[config.mk]
export PLATFORM = sky130hd
export DESIGN_NAME = pbit_sample_collector_flat
export DESIGN_NICKNAME = d
export VERILOG_FILES = /design/src/rtl/pbit_sample_collector_pkg.sv /design/src/rtl/pbit_sample_collector_if.sv /design/src/rtl/pbit_sample_collector_ones_counter.sv /design/src/rtl/pbit_sample_collector.sv /design/src/flat_wrapper.sv
export SDC_FILE = /design/constraint.sdc
export NUM_CORES = 1
export LEC_CHECK = 0
export BUFFER_PORTS_ARGS = -buffer_cell sky130_fd_sc_hd__buf_4
export CORE_AREA = 2 2 147 121
export CTS_BUF_LIST = sky130_fd_sc_hd__clkbuf_4 sky130_fd_sc_hd__clkbuf_8
export DETAILED_ROUTE_END_ITERATION = 10
export DIE_AREA = 0 0 149 123
export PLACE_DENSITY = 0.78
export SETUP_SLACK_MARGIN = 0.5
export SLEW_MARGIN = 15
export SYNTH_ARGS = -nofsm -noshare
export SYNTH_HDL_FRONTEND = slang
export SYNTH_SLANG_ARGS = --single-unit
[constraint.sdc]
create_clock -name clk -period 6.1 [get_ports clk]
set_input_delay 0.61 -clock clk [delete_from_list [all_inputs] [get_ports clk]]
set_output_delay 0.61 -clock clk [all_outputs]
set_load 0.03 [all_outputs]
[src/rtl/pbit_sample_collector_pkg.sv]
// Shared types and default widths for the p-bit sample collector.
package pbit_sample_collector_pkg;

  localparam int unsigned N_BITS_DEF     = 5;
  localparam int unsigned CNT_WIDTH_DEF  = 16;
  localparam int unsigned BURN_WIDTH_DEF = 8;

  typedef enum logic [1:0] {
    ST_IDLE = 2'd0,
    ST_BURN = 2'd1,
    ST_ACC  = 2'd2,
    ST_HOLD = 2'd3
  } state_e;

endpackage

[src/rtl/pbit_sample_collector_if.sv]
// Run control, sample stream and result handshake of the p-bit sample collector.
interface pbit_sample_collector_if #(
  parameter int unsigned N_BITS     = pbit_sample_collector_pkg::N_BITS_DEF,
  parameter int unsigned CNT_WIDTH  = pbit_sample_collector_pkg::CNT_WIDTH_DEF,
  parameter int unsigned BURN_WIDTH = pbit_sample_collector_pkg::BURN_WIDTH_DEF
) ();

  logic                          start;
  logic                          abort;
  logic [CNT_WIDTH-1:0]          window;
  logic [BURN_WIDTH-1:0]         burn_in;
  logic                          sample_en;
  logic [N_BITS-1:0]             p_bits;
  logic                          busy;
  logic                          res_valid;
  logic                          res_ready;
  logic [N_BITS*CNT_WIDTH-1:0]   ones_count;
  logic [N_BITS-1:0]             majority;

  modport master (
    output start, abort, window, burn_in, sample_en, p_bits, res_ready,
    input  busy, res_valid, ones_count, majority
  );

  modport slave (
    input  start, abort, window, burn_in, sample_en, p_bits, res_ready,
    output busy, res_valid, ones_count, majority
  );

endinterface

[src/rtl/pbit_sample_collector_ones_counter.sv]
// Single-bit ones accumulator with a majority flag captured on result entry.
module pbit_ones_counter
  import pbit_sample_collector_pkg::*;
#(
  parameter int unsigned CNT_WIDTH = CNT_WIDTH_DEF
) (
  input  logic                 clk,
  input  logic                 rst_n,
  input  logic                 clr_i,
  input  logic                 en_i,
  input  logic                 bit_i,
  input  logic                 maj_en_i,
  input  logic [CNT_WIDTH-1:0] window_i,
  output logic [CNT_WIDTH-1:0] count_o,
  output logic                 maj_o
);

  logic [CNT_WIDTH-1:0] count_q, count_d;
  logic                 maj_q, maj_d;

  // Majority sees the count including the sample taken on the same edge.
  always_comb begin
    count_d = count_q;
    if (clr_i) begin
      count_d = '0;
    end else if (en_i && bit_i) begin
      count_d = count_q + CNT_WIDTH'(1);
    end

    maj_d = maj_q;
    if (maj_en_i) begin
      maj_d = ({count_d, 1'b0} > {1'b0, window_i});
    end else if (clr_i) begin
      maj_d = 1'b0;
    end
  end

  always_ff @(posedge clk or negedge rst_n) begin
    if (!rst_n) begin
      count_q <= '0;
      maj_q   <= 1'b0;
    end else begin
      count_q <= count_d;
      maj_q   <= maj_d;
    end
  end

  assign count_o = count_q;
  assign maj_o   = maj_q;

endmodule

[src/rtl/pbit_sample_collector.sv]
// Burn-in, windowed ones counting and majority readout for a p-bit vector.
module pbit_sample_collector
  import pbit_sample_collector_pkg::*;
#(
  parameter int unsigned N_BITS     = N_BITS_DEF,
  parameter int unsigned CNT_WIDTH  = CNT_WIDTH_DEF,
  parameter int unsigned BURN_WIDTH = BURN_WIDTH_DEF
) (
  input logic                    clk,
  input logic                    reset,
  pbit_sample_collector_if.slave bus
);

  state_e                state_q, state_d;
  logic [CNT_WIDTH-1:0]  win_q, win_d;
  logic [CNT_WIDTH-1:0]  samp_q, samp_d;
  logic [BURN_WIDTH-1:0] burn_q, burn_d;
  logic [BURN_WIDTH-1:0] bcnt_q, bcnt_d;
  logic                  busy_q, valid_q;
  logic                  clr_c, acc_en_c, maj_en_c;

  // Next state; abort overrides every transition including a start in IDLE.
  always_comb begin
    state_d  = state_q;
    win_d    = win_q;
    burn_d   = burn_q;
    bcnt_d   = bcnt_q;
    samp_d   = samp_q;
    clr_c    = 1'b0;
    acc_en_c = 1'b0;
    if (bus.abort) begin
      state_d = ST_IDLE;
      bcnt_d  = '0;
      samp_d  = '0;
      clr_c   = 1'b1;
    end else begin
      case (state_q)
        ST_IDLE: begin
          if (bus.start) begin
            win_d  = bus.window;
            burn_d = bus.burn_in;
            bcnt_d = '0;
            samp_d = '0;
            clr_c  = 1'b1;
            if (bus.burn_in != '0)     state_d = ST_BURN;
            else if (bus.window != '0) state_d = ST_ACC;
            else                       state_d = ST_HOLD;
          end
        end
        ST_BURN: begin
          if (bus.sample_en) begin
            bcnt_d = bcnt_q + BURN_WIDTH'(1);
            if (bcnt_q == burn_q - BURN_WIDTH'(1)) begin
              state_d = (win_q != '0) ? ST_ACC : ST_HOLD;
            end
          end
        end
        ST_ACC: begin
          if (bus.sample_en) begin
            acc_en_c = 1'b1;
            samp_d   = samp_q + CNT_WIDTH'(1);
            if (samp_q == win_q - CNT_WIDTH'(1)) state_d = ST_HOLD;
          end
        end
        ST_HOLD: begin
          if (bus.res_ready) state_d = ST_IDLE;
        end
        default: state_d = ST_IDLE;
      endcase
    end
    maj_en_c = (state_d == ST_HOLD) && (state_q != ST_HOLD);
  end

  always_ff @(posedge clk or negedge reset) begin
    if (!reset) begin
      state_q <= ST_IDLE;
      win_q   <= '0;
      burn_q  <= '0;
      bcnt_q  <= '0;
      samp_q  <= '0;
      busy_q  <= 1'b0;
      valid_q <= 1'b0;
    end else begin
      state_q <= state_d;
      win_q   <= win_d;
      burn_q  <= burn_d;
      bcnt_q  <= bcnt_d;
      samp_q  <= samp_d;
      busy_q  <= (state_d == ST_BURN) || (state_d == ST_ACC);
      valid_q <= (state_d == ST_HOLD);
    end
  end

  logic [N_BITS*CNT_WIDTH-1:0] cnt_c;
  logic [N_BITS-1:0]           maj_c;

  for (genvar g = 0; g < int'(N_BITS); g++) begin : g_bit
    pbit_ones_counter #(.CNT_WIDTH(CNT_WIDTH)) u_cnt (
      .clk      (clk),
      .rst_n    (reset),
      .clr_i    (clr_c),
      .en_i     (acc_en_c),
      .bit_i    (bus.p_bits[g]),
      .maj_en_i (maj_en_c),
      .window_i (win_d),
      .count_o  (cnt_c[g*CNT_WIDTH +: CNT_WIDTH]),
      .maj_o    (maj_c[g])
    );
  end

  assign bus.busy       = busy_q;
  assign bus.res_valid  = valid_q;
  assign bus.ones_count = cnt_c;
  assign bus.majority   = maj_c;

endmodule
[src/flat_wrapper.sv]
// flat-port wrapper written by rule: the top's interface ports become plain ports
module pbit_sample_collector_flat import pbit_sample_collector_pkg::*;
#(
  parameter int unsigned N_BITS     = N_BITS_DEF,
  parameter int unsigned CNT_WIDTH  = CNT_WIDTH_DEF,
  parameter int unsigned BURN_WIDTH = BURN_WIDTH_DEF
)
  (clk, reset, bus_start, bus_abort, bus_window, bus_burn_in, bus_sample_en, bus_p_bits, bus_res_ready, bus_busy, bus_res_valid, bus_ones_count, bus_majority);
  pbit_sample_collector_if #(.N_BITS(N_BITS), .CNT_WIDTH(CNT_WIDTH), .BURN_WIDTH(BURN_WIDTH)) bus_i ();
  input logic clk;
  input logic reset;
  input wire logic [$bits(bus_i.start)-1:0] bus_start;
  input wire logic [$bits(bus_i.abort)-1:0] bus_abort;
  input wire logic [$bits(bus_i.window)-1:0] bus_window;
  input wire logic [$bits(bus_i.burn_in)-1:0] bus_burn_in;
  input wire logic [$bits(bus_i.sample_en)-1:0] bus_sample_en;
  input wire logic [$bits(bus_i.p_bits)-1:0] bus_p_bits;
  input wire logic [$bits(bus_i.res_ready)-1:0] bus_res_ready;
  output wire logic [$bits(bus_i.busy)-1:0] bus_busy;
  output wire logic [$bits(bus_i.res_valid)-1:0] bus_res_valid;
  output wire logic [$bits(bus_i.ones_count)-1:0] bus_ones_count;
  output wire logic [$bits(bus_i.majority)-1:0] bus_majority;
  assign bus_i.start = bus_start;
  assign bus_i.abort = bus_abort;
  assign bus_i.window = bus_window;
  assign bus_i.burn_in = bus_burn_in;
  assign bus_i.sample_en = bus_sample_en;
  assign bus_i.p_bits = bus_p_bits;
  assign bus_i.res_ready = bus_res_ready;
  assign bus_busy = bus_i.busy;
  assign bus_res_valid = bus_i.res_valid;
  assign bus_ones_count = bus_i.ones_count;
  assign bus_majority = bus_i.majority;
  pbit_sample_collector #(.N_BITS(N_BITS), .CNT_WIDTH(CNT_WIDTH), .BURN_WIDTH(BURN_WIDTH)) u_core (.clk(clk), .reset(reset), .bus(bus_i));
endmodule
==> results.py <==
metrics = {
    "final_layout": {
        "syn2layout_area_growth_pct": 17.0,
        "diodes": 0,
        "final_area_um2": 10700,
        "fillCellCount": 1428,
        "final_nets": 1226,
        "drive_gt1_share_pct": 17.1,
    },
    "power": {
        "ir_drop_v": 0.000156,
        "p_per_area_nw_per_um2": 221,
        "finalPower_mw": 2.36,
        "power.leakage_nw": 5.08,
    },
    "yosys": {
        "synth_xor_area_share_pct": 9.52,
        "synth_edf_count": 0,
        "yosysWarnings": 0,
        "synthFlopType": "dfrtp_1",
        "syn_inst": 994,
        "synth_compound_area_share_pct": 12.3,
        "synthSimpleGateAreaFrac_pct": 22.3,
        "synthAdderAreaFrac_pct": 11.7,
        "avgSynthCellArea_um2": 9.17,
        "ys_types": 70,
        "muxShareOfSynthArea_pct": 2.98,
        "ys_seq_elements": 137,
        "syn_area_um2": 9110,
        "synth_nets": 1114,
        "async_flop_share_pct": 100,
        "ys_seq_area_share_pct": 37.6,
        "synth_top_family_by_area": "simple AND/OR/NAND/NOR gates",
    },
    "drt": {
        "via_per_inst": 5.85,
        "drt_iter0_markers": 536,
        "drt_pass1_iterations": 5,
        "drc_errors": 0,
        "wl_mm": 24.7,
        "via_count": 7867,
        "ant_nets": 0,
        "wl_per_cell_um": 18.4,
    },
    "clock_tree": {
        "cts_tree": "done",
        "cts_resized": 0,
        "cts_root_buf": "clkbuf_8",
        "clockBufferDepth": 2,
        "cts_num_sinks": 137,
        "post_cts_buffers": 0,
        "postCtsHoldBufs": 0,
        "htreeDepth": 4,
        "cts_buffers": 17,
        "clk_latency_ns": 0.46,
        "clkTransAtPathRegs_ns": 0.08,
    },
    "die": {
        "die_h_um": 123,
        "initial_core_util_pct": 53.9,
        "dieArea_um2": 18300,
        "rows": 43,
        "fp.dieW_um": 149,
        "core_um2": 16900,
        "num_io_pins": 122,
    },
    "run": {
        "drv_cap": 0,
    },
    "sta": {
        "skew_ns": 0.0138,
        "fin_crit_ns": 4.02,
        "rsz0062_at_grt": "no",
        "fmax_ghz": 0.249,
        "finalSetupTns_ns": 0,
        "relSlewSlack_pct": 19.4,
        "finalCritPeriodShare_pct": 65.9,
        "hold_violations": 0,
        "finalSetupViolCount": 0,
        "worst_slack_ns": 2.08,
        "final_max_slew_viol_count": 0,
        "worstMarginPinSlew_ns": 1.17,
    },
    "setup_path": {
        "worst_path_max_delay_cell": "dfrtp_1",
        "required_ns": 6.45,
        "end_kind": "flip-flop",
        "crit_chain": "inv_1 > ha_1 > nor4b_1 > nand4_1 > xnor2_1 > a2111oi_0 > nand4_1 > o211ai_1 > ha_1 > and2_1 > nor2_1 > a211o_1 > o41ai_1",
        "arrival_ns": 4.37,
        "worst-path-max-fanout": 11,
        "crit_path_max_incr_delay_ns": 0.52,
        "cp_num_buf_inv": 1,
        "cp-start-kind": "flip-flop",
        "crit_type": "flip-flop to flip-flop",
        "cpLargestDelayFamily": "simple AND/OR/NAND/NOR gates",
    },
    "global_route": {
        "grt_util_met1_pct": 39.4,
        "grt_max_degree": 84,
        "met2_usage_pct": 41.4,
        "track_usage_pct": 27.7,
        "grtUsageMet3_pct": 5.09,
        "grt.busiest_layer": "met2",
        "globalRouteOverflowTotal": 0,
        "antenna_found_initial": 0,
        "grt_pass1_wl_mm": 39.0,
        "first_global_vias": 7386,
    },
    "placement": {
        "port_buffers": 121,
        "dpl_cell_area_um2": 10200,
        "place_ws_ns": 2.00,
        "routabilityCongestion": 0.987,
        "dpl.hpwl_mm": 18.1,
    },
    "status": {
        "status": "finished clean",
    },
    "min_path": {
        "holdCritPathClass": "input port to async pin",
    },
}
==> area by class of cell <==
class	count	area [um^2]	share of cell area [%]
repair buffers	135	1020	9.54
inverters	35	131	1.23
well taps	225	282	2.64
clock buffers	22	297	2.78
multi-input cells	780	5370	50.3
flip-flops and latches	137	3430	32.2
clock inverters	10	140	1.31
==> registers in the layout, indices dropped and copies added (netlist names) <==
signal and cells:
u_core.g_bit.u_cnt.count_o 80, u_core.state_q 2, u_core.win_q 16, u_core.bus.busy 1
u_core.samp_q 16, u_core.bcnt_q 8, u_core.g_bit.u_cnt.maj_o 5, u_core.bus.res_valid 1
u_core.burn_q 8
==> cells in the mapped netlist (3+ instances only) <==
cell type  instances  share of area [%]
nand2b_1           6               0.41
inv_1             35                1.4
nor2_1           111                4.6
mux2_2             9                1.1
o21a_1             5               0.41
nand2_1           71                2.9
and2_1             5               0.34
xnor2_1           42                4.0
a21oi_1           53                2.9
and4_1             8               0.77
buf_2              6               0.33
nand3_1           53                2.9
nor3_1            14               0.77
or3_1             18                1.2
mux2i_1           17                1.9
o21ai_0           52                2.9
nand4_1           37                2.5
clkbuf_1          24               0.99
a21o_1            28                2.3
and3_1            14               0.96
ha_1              85                 12
or2_2              5               0.34
a211oi_1           4               0.33
nor4_1            16                1.1
buf_4              5               0.41
buf_1              5               0.21
xor2_1            57                5.5
a31oi_1            3               0.21
nand3b_1           5               0.41
dfrtp_1          137                 38
nor2b_1            6               0.41
nor3b_1            4               0.33
or4_1              3               0.25
==> routing by layer <==
metal,vias to the layer above,wire [um]
li1,3799,-
met2,295,10600
met5,-,0
met1,3723,11700
met4,0,808
met3,50,1570
==> worst reg2reg max path, cell delays in order (launching register included) <==
cell	delay [ns]
dfrtp_1	0.52
inv_1	0.13
ha_1	0.41
nor4b_1	0.28
nand4_1	0.20
xnor2_1	0.21
a2111oi_0	0.49
nand4_1	0.22
o211ai_1	0.28
ha_1	0.23
and2_1	0.49
nor2_1	0.11
a211o_1	0.29
o41ai_1	0.07
==> power by group <==
group / switching, mW / internal (mW)
logic: 0.324 / 0.196
registers: 0.0702 / 0.947
clock network: 0.370 / 0.453
==> worst paths after layout <==
check                                              start                                          end  slack [ns]  cells after the start
max                            u_core.win_q[1]$_DFF_PN0_      u_core.g_bit[1].u_cnt.maj_o$_DFFE_PN0P_        2.08                     13
min                                                reset   u_core.g_bit[1].u_cnt.count_o[2]$_DFF_PN0_        0.18                      1
max reg2reg                    u_core.win_q[1]$_DFF_PN0_      u_core.g_bit[1].u_cnt.maj_o$_DFFE_PN0P_        2.08                     13
min reg2reg                u_core.samp_q[15]$_DFFE_PN0P_                u_core.samp_q[15]$_DFFE_PN0P_        0.51                      1
max in group asynchronous                          reset  u_core.g_bit[3].u_cnt.count_o[12]$_DFF_PN0_        4.73                      2
min in group clk                          bus_burn_in[1]                 u_core.burn_q[1]$_DFFE_PN0P_        0.37                      3
==> logic make-up after synthesis <==
group                    after synthesis
buffers and inverters                 77
adder cells (fa/ha/maj)               85
flip-flops                           137
AO/OA/AOI/OAI                        180
AND/OR/NAND/NOR                      390
XOR/XNOR                              99
multiplexers                          26
==> placed cells by master (no fill, tap or decap), types with 35 or more instances in the layout <==
cell	n
ha_1	85
xor2_1	57
nand3_1	53
o21ai_0	52
buf_4	134
xnor2_1	42
inv_1	35
nor2_1	111
nand4_1	37
nand2_1	71
dfrtp_1	137
a21oi_1	53
==> metrics by stage <==
| stage | utilization, % | instances | hold WS (ns) |
|---|---|---|---|
| 2_1_floorplan | - | 994 | 0.314 |
| 3_3_place_gp | 60.5 | 1312 | 0.492 |
| 3_5_place_dp | 60.5 | 1312 | 0.500 |
| 4_1_cts | 63.1 | 1344 | 0.213 |
| 5_1_grt | 63.1 | 1344 | 0.241 |
| 6_report | 63.1 | 1344 | 0.185 |
(Power assumes the default switching activity.)
